<file path="src/rtl/restoring_divider.sv">
// rtl/restoring_divider.sv - signed restoring divider, 2N-bit dividend by N-bit divisor
//
// Parameters:
//   N          divisor / quotient / remainder width; the dividend is 2N bits
// Ports:
//   clk        clock; all state updates on the rising edge
//   rst_n      asynchronous active-low reset
//   start      begin a division; sampled only in IDLE or DONE
//   dividend   signed 2N-bit dividend, captured when start is accepted
//   divisor    signed N-bit divisor, captured when start is accepted
//   quotient   signed N-bit quotient (low N bits of the true quotient on overflow)
//   remainder  signed N-bit remainder, sign follows the dividend
//   busy       high while the division is in CALC or FIX
//   done       one-cycle pulse in DONE; results are valid from here on
//   dbz        divide-by-zero flag, valid with done
//   ovf        quotient does not fit in N signed bits, valid with done

module restoring_divider #(
    parameter int N = 8
) (
    input  logic           clk,
    input  logic           rst_n,
    input  logic           start,
    input  logic [2*N-1:0] dividend,
    input  logic [N-1:0]   divisor,
    output logic [N-1:0]   quotient,
    output logic [N-1:0]   remainder,
    output logic           busy,
    output logic           done,
    output logic           dbz,
    output logic           ovf
);

    localparam int CW = $clog2(2 * N);
    localparam logic [CW-1:0]  LAST_ITER = CW'(2 * N - 1);
    localparam logic [2*N-1:0] QMAX_POS  = (2 * N)'((2 ** (N - 1)) - 1);
    localparam logic [2*N-1:0] QMAX_NEG  = (2 * N)'(2 ** (N - 1));

    typedef enum logic [1:0] {
        IDLE = 2'd0,
        CALC = 2'd1,
        FIX  = 2'd2,
        DONE = 2'd3
    } state_t;

    state_t state;
    state_t state_next;

    logic [CW-1:0]  count;
    logic [N-1:0]   rem;        // partial remainder, always below |divisor|
    logic [2*N-1:0] dq;         // dividend bits shift out the top, quotient bits in the bottom
    logic [N-1:0]   dvs_mag;
    logic           sign_a;
    logic           sign_b;
    logic           zero_div;

    logic           accept;
    logic [2*N-1:0] dividend_mag;
    logic [N-1:0]   divisor_mag;
    logic [N:0]     shifted;
    logic           fits;
    logic [N-1:0]   diff;
    logic           neg_q;
    logic [N-1:0]   q_signed;
    logic [N-1:0]   r_signed;
    logic           ovf_calc;

    assign accept = start && ((state == IDLE) || (state == DONE));

    // Two's-complement magnitudes; the most negative value maps to its
    // unsigned magnitude (e.g. 0x8000 stays 0x8000 = 32768).
    assign dividend_mag = dividend[2*N-1] ? ((~dividend) + (2 * N)'(1)) : dividend;
    assign divisor_mag  = divisor[N-1]    ? ((~divisor) + N'(1))        : divisor;

    // One restoring step on the (N+1)-bit shifted partial remainder. When the
    // trial subtraction succeeds the difference is below |divisor|, so its low
    // N bits are exact.
    assign shifted = {rem, dq[2*N-1]};
    assign fits    = (shifted >= {1'b0, dvs_mag});
    assign diff    = shifted[N-1:0] - dvs_mag;

    // Sign fix-up: truncating division, remainder takes the dividend sign.
    assign neg_q    = sign_a ^ sign_b;
    assign q_signed = neg_q  ? ((~dq[N-1:0]) + N'(1)) : dq[N-1:0];
    assign r_signed = sign_a ? ((~rem) + N'(1))       : rem;
    assign ovf_calc = neg_q  ? (dq > QMAX_NEG) : (dq > QMAX_POS);

    always_ff @(posedge clk or negedge rst_n) begin
        if (!rst_n) begin
            state <= IDLE;
        end else begin
            state <= state_next;
        end
    end

    always_comb begin
        state_next = state;
        busy       = 1'b0;
        done       = 1'b0;
        case (state)
            IDLE: begin
                if (start) begin
                    state_next = CALC;
                end
            end
            CALC: begin
                busy = 1'b1;
                if (count == LAST_ITER) begin
                    state_next = FIX;
                end
            end
            FIX: begin
                busy       = 1'b1;
                state_next = DONE;
            end
            DONE: begin
                done       = 1'b1;
                state_next = start ? CALC : IDLE;
            end
            default: begin
                state_next = IDLE;
            end
        endcase
    end

    always_ff @(posedge clk or negedge rst_n) begin
        if (!rst_n) begin
            count     <= '0;
            rem       <= '0;
            dq        <= '0;
            dvs_mag   <= '0;
            sign_a    <= 1'b0;
            sign_b    <= 1'b0;
            zero_div  <= 1'b0;
            quotient  <= '0;
            remainder <= '0;
            dbz       <= 1'b0;
            ovf       <= 1'b0;
        end else if (accept) begin
            count    <= '0;
            rem      <= '0;
            dq       <= dividend_mag;
            dvs_mag  <= divisor_mag;
            sign_a   <= dividend[2*N-1];
            sign_b   <= divisor[N-1];
            zero_div <= (divisor == '0);
        end else if (state == CALC) begin
            count <= count + CW'(1);
            if (fits) begin
                rem <= diff;
                dq  <= {dq[2*N-2:0], 1'b1};
            end else begin
                rem <= shifted[N-1:0];
                dq  <= {dq[2*N-2:0], 1'b0};
            end
        end else if (state == FIX) begin
            if (zero_div) begin
                quotient  <= '0;
                remainder <= '0;
                dbz       <= 1'b1;
                ovf       <= 1'b0;
            end else begin
                quotient  <= q_signed;
                remainder <= r_signed;
                dbz       <= 1'b0;
                ovf       <= ovf_calc;
            end
        end
    end

endmodule

</file>
<file path="config.mk">
export PLATFORM = sky130hd
export DESIGN_NAME = restoring_divider
export DESIGN_NICKNAME = d
export VERILOG_FILES = /design/src/rtl/restoring_divider.sv
export SDC_FILE = /design/constraint.sdc
export NUM_CORES = 1
export LEC_CHECK = 0
export CAP_MARGIN = 5
export CORE_UTILIZATION = 35
export CTS_CLUSTER_DIAMETER = 60
export DETAILED_ROUTE_END_ITERATION = 7
export SLEW_MARGIN = 10
export SYNTH_ARGS = -nofsm -noshare
export SYNTH_HDL_FRONTEND = slang
export SYNTH_SLANG_ARGS = --single-unit
</file>
<file path="constraint.sdc">
create_clock -name clk -period 2.1 [get_ports clk]
set_clock_uncertainty 0.1 [all_clocks]
set_input_delay 0.42 -clock clk [delete_from_list [all_inputs] [get_ports clk]]
set_output_delay 0.42 -clock clk [all_outputs]
set_load 0.05 [all_outputs]
</file>
# Word-level counts from Yosys, hierarchy flattened
# Index checks and enable logic that the tools add are counted.
classes:
  n_addsub: 6
  reduce_logical: 8
  n_eq_ne: 6
  n_bitwise: 7
  order_cmp: 3
  n_mux: 23
ops:
  columns: ["cell", "count"]
  rows:
  - ["$mux 8", 8]
  - ["$mux 16", 3]
  - ["$add 8x1->8 const B", 3]
  - ["$not 8->8", 3]
  - ["$add 16x1->16 const B", 1]
  - ["$gt 16x7->1 const B", 1]
  - ["$gt 16x8->1 const B", 1]
  - ["$not 16->16", 1]
  - ["$ge 9x8->1", 1]
  - ["$logic_not 8->1", 1]
  - ["$mux 4", 2]
  - ["$pmux 2 s4", 1]
  - ["$sub 8x8->8", 1]
  - ["$mux 1", 7]
  - ["$add 4x1->4 const B", 1]
  - ["$eq 2x2->1 const B", 2]
  - ["$eq 4x4->1 const B", 1]
  - ["$mux 2", 2]
  - ["$ne 2x2->1 const B", 2]
  - ["$reduce_and 3->1", 1]
  - ["$eq 2x1->1 const B", 1]
  - ["$logic_not 2->1", 1]
  - ["$not 1->1", 2]
  - ["$reduce_and 2->1", 1]
  - ["other kinds (5)", 5]
totals:
  in_bits: 27
  word_cells: 65
  register_bits: 59

# Longest topological paths before layout
logic_depth:
  word_depth: 5
  mapped_depth: 10
  mapped_depth_nobuf: 10

# Least setup slack after synthesis
# OpenSTA, ideal clock, no wires.
synth_path:
  path_type: "reg2reg"
  startpoint: "register rem[5]"
  endpoint: "register rem[0]"
  t_arrival_ps: 1969
  period_less_slack_ps: 2173
  path_stages_with_launch: 7
  setup_ps: 104
  slack_ps: -73
  required_ps: 1896
  cell_sequence: "dfrtp_1 ha_1 a21oi_1 nor2b_1 nor3_1 mux2_2 a221oi_1"
synth_via:
  elab_chain_cells: 4
synth_lines:
  columns: ["element", "line", "source"]
  rows:
  - ["start, declared", "50", "logic [N-1:0] rem;"]
  - ["start signal, assigned", "150", "rem <= diff;"]
  - ["start signal, assigned", "153", "rem <= shifted[N-1:0];"]
  - ["$ge 9x8->1", "79", "assign fits = (shifted >= {1'b0, dvs_mag});"]
  - ["$mux 8", "149", "if (fits) begin"]
  - ["$mux 8", "147", "end else if (state == CALC) begin"]
  - ["$mux 8", "139", "end else if (accept) begin"]
# No other way between the ends. The select of a mux whose other input is x is not followed.
# A chain may end at the register's enable or synchronous reset.

# Final worst setup path
layout_path:
  startpoint: "register dvs_mag[0]"
  endpoint: "register rem[4]"
layout_via:
  elab_chain_cells: 4
  elab_cells_between_ends: 5
layout_lines:
  columns: ["element", "line", "source"]
  rows:
  - ["start, declared", "52", "logic [N-1:0] dvs_mag;"]
  - ["start signal, assigned", "143", "dvs_mag <= divisor_mag;"]
  - ["$sub 8x8->8 / $ge 9x8->1 (equally long branches)", "80, 79", null]
  - ["$mux 8 (*)", "149", null]
  - ["$mux 8 (*)", "147", null]
  - ["$mux 8 (*)", "139", null]
# Mark *: on every way between the ends. The rest lies on a longest branch, timed or not. The select of a mux whose other input is x is not followed.

==> run metrics <==
slowest CP cell dfrtp_1; fillers 937; multiplexer share of the synthesized area 0.05824; P&R area growth vs syn 37.70%; xor/xnor cell area share of the yosys netlist 0.09060; die area 10910 sq um; Placed Area 4583 sq um; EDFF count, synth 0; H-Tree Depth 3; Worst setup SP type flop; maximum fanout along the worst path 3; synth unique cells 47; CTS max path bufs 2; area occupied by registers 1476 sq um; Starting DRT DRC Count 131; largest net degree at the start of global routing 60; Post-Synthesis Cell Area 3674 sq um; Routed WL 8451 um; Clock Sinks 59; largest family of logic cells by synthesized area compound AO/OA/AOI/OAI gates; worst slew pin tran 510.3 ps; pwr dens 1800 nW/um^2; Fin. Hold Viols 0; min-delay worst type flop to flop; worst-case hold slack 385.5 ps; share of layout cells above drive strength 1 0.2056; arrival time worst endpoint 2160 ps; Inserted Clock Buffers 9; chip width 104.5 um; Finished Cell Area 5059 sq um; CORE AREA 10230 sq um; num rows 37; wire per inst 13.37 um; Max Clk Rate 0.4903 GHz; final slew viol count 0; period utilization 0.9711; Worst R2R Path Depth 9; final setup fails 0; first-pass detailed-route iteration total 6; FF-to-FF Start dvs_mag[0]; critical setup path kind flop to flop; clock root buffer clkbuf_8; n_diodes 0; Max-slew headroom 0.6587; max-cap violations 0; synthesized flop and latch total 59; Placed Cells 606; CP Buf/Inv Count 2; Clock Pin Slew Worst Setup and Hold Paths 70 ps; clk_lat worst skew 350 ps; CTS tree yes; grt ovf 0; DRC viols 2; CP Capture Type flop; hpwl dp 6064 um; crit path time final 2039 ps; post-synthesis simple-gate area fraction 0.1407; failing checks design-rule violations; WP data required 2220 ps; Worst Hold Path EP dvs_mag[4]; Total Power 9.104 mW; Vias/cell 4.941; Routed Antenna Nets 0; Synth Area in Compound Gates 0.1846; vias 3123; Net Count, Synth 448; r2r setup slk 60 ps; area of the multi-input gates 2150 sq um; leakage 2.237 nW; post-place setup slack -530.6 ps; reg-to-reg endpoint rem[4]; Largest delay share family, worst path compound AO/OA/AOI/OAI gates; first-pass GRT wire length 14200 um; status complete, but fails checks; number of global-route vias before repair 3012; Seq/Total Area, Yosys 0.4019; RSZ-0062 raised after global routing true; Die H 104.5 um; Top Ports 47; crit-path max cell delay 410 ps; synth warn 0; Avg Cell Area, Syn 9.138 sq um; leading register cell type out of synthesis dfrtp_1; gpl congestion 0.8548; initial antenna violation count 0; hold path depth 2; Synth Area in Adders 0.06676; Mapped Cells 402; FFs w/ async S/R, synth 1.000; fin cells 632; CP cell instances ha_4 -> nand2b_1 -> a21oi_1 -> o21a_1 -> buf_4 -> o21ai_4 -> buf_4 -> mux2i_1 -> a21oi_1; I/O Buffers 46; fin nets 538; Worst Slack Setup Final 60.63 ps; worst hold start dvs_mag[4]; Worst VDD drop 696.4 uV; initial core utilization 0.3591; Total GRT Usage 0.1629
[state kept, by name, summed over array words and instances (netlist names)]
| name | flops |
|---|---|
| dq | 16 |
| dvs_mag | 8 |
| quotient | 8 |
| rem | 8 |
| remainder | 8 |
| count | 4 |
| state | 2 |
| dbz | 1 |
| ovf | 1 |
| sign_a | 1 |
| sign_b | 1 |
| zero_div | 1 |
[cell usage after synthesis (4+ instances only)]
master / instances / share of area
a211oi_1: 6 / 0.012
a21oi_1: 21 / 0.029
clkbuf_1: 16 / 0.016
dfrtp_1: 59 / 0.40
ha_1: 18 / 0.061
inv_1: 39 / 0.040
mux2i_1: 18 / 0.049
nand2_1: 34 / 0.035
nand2b_1: 6 / 0.010
nand3_1: 4 / 0.0054
nor2_1: 22 / 0.022
nor2b_1: 8 / 0.014
nor3_1: 9 / 0.012
nor4_1: 4 / 0.0068
o21ai_0: 27 / 0.037
o21ai_1: 5 / 0.0068
o22ai_1: 16 / 0.027
o31ai_1: 11 / 0.022
xnor2_1: 18 / 0.043
xor2_1: 20 / 0.048
[per-layer routing]
metal / GRT usage / routed length (um) / vias to the layer above
met5: 0 / 0 / -
met4: 0.07959 / 153 / 0
met3: 0.02005 / 272 / 11
met2: 0.2564 / 3911 / 57
met1: 0.2212 / 4114 / 1473
li1: - / - / 1582
[metrics by stage]
stage                 util  setup TNS, ps
floorplan                -              0
global placement    0.4480          -2981
detailed placement  0.4480          -3506
CTS                 0.4765              0
global route        0.4944         -162.8
finish              0.4944              0
[repair_timing]
action                                 CTS  global route
setup buffers                            3             8
endpoints found under the hold margin   59             0
setup endpoints to repair                6             9
pin swaps                                7            15
hold buffers                             1             0
gates resized for setup                 16            20
[worst register-to-register path: stages (launching register included)]
cell      delay, ps
dfrtp_1         410
ha_4            280
nand2b_1        100
a21oi_1          70
o21a_1          190
buf_4           150
o21ai_4         200
buf_4           170
mux2i_1         170
a21oi_1          80
[cell families after synthesis]
logic type,after synthesis
and+or+nand+nor,102
muxes,21
AOI/OAI and AO/OA,107
xor gates and xnor gates,38
buffers and inverters,56
adders and majority gates,19
DFF,59
[worst max-delay path by stage]
stage,start,to,slack [ps],cells after the start
2_1_floorplan,rem[2],rem[0],10,7
3_3_place_gp,dividend[0],dq[14],-430,9
3_5_place_dp,dividend[1],dq[14],-530,9
4_1_cts,dq[15],rem[6],7,10
5_1_grt,dq[15],rem[6],-50,10
6_report,dvs_mag[0],rem[4],60,9
[placed cells by master (no fill, tap or decap), drive strengths merged, types with 2 or more instances in the layout]
cell type       n
o41ai           3
ha             18
nand4           2
mux2i          18
nand2          34
clkbuf          9
nand2b          7
nand3b          2
o21ai          33
a211oi          6
or4             2
nor4            5
clkdlybuf4s50  36
xnor2          18
mux2            3
o211ai          2
o31ai          11
a21oi          21
clkinv          3
and3            2
a31oi           3
a22o            2
nor3            9
xor2           20
dfrtp          59
nor2           22
nand3           4
o22ai          16
o21a            3
inv            39
nor2b           8
dlygate4sd2     5
buf            52
nand4b          2
o211a           2
bufinv          3
[layout make-up]
class / count / area share
timing repair buffer: 96 / 0.1754
tap: 136 / 0.03364
inverter: 39 / 0.02894
clock buffer: 9 / 0.02449
multi-input combinational: 287 / 0.4249
clock inverter: 6 / 0.02078
sequential: 59 / 0.2919
[where the power goes]
group	switching, mW	internal [mW]
Clock	0.457	0.775
Sequential	0.443	1.68
Combinational	3.08	2.67
Total	3.98	5.12
Power figures use the tool's default switching activity.
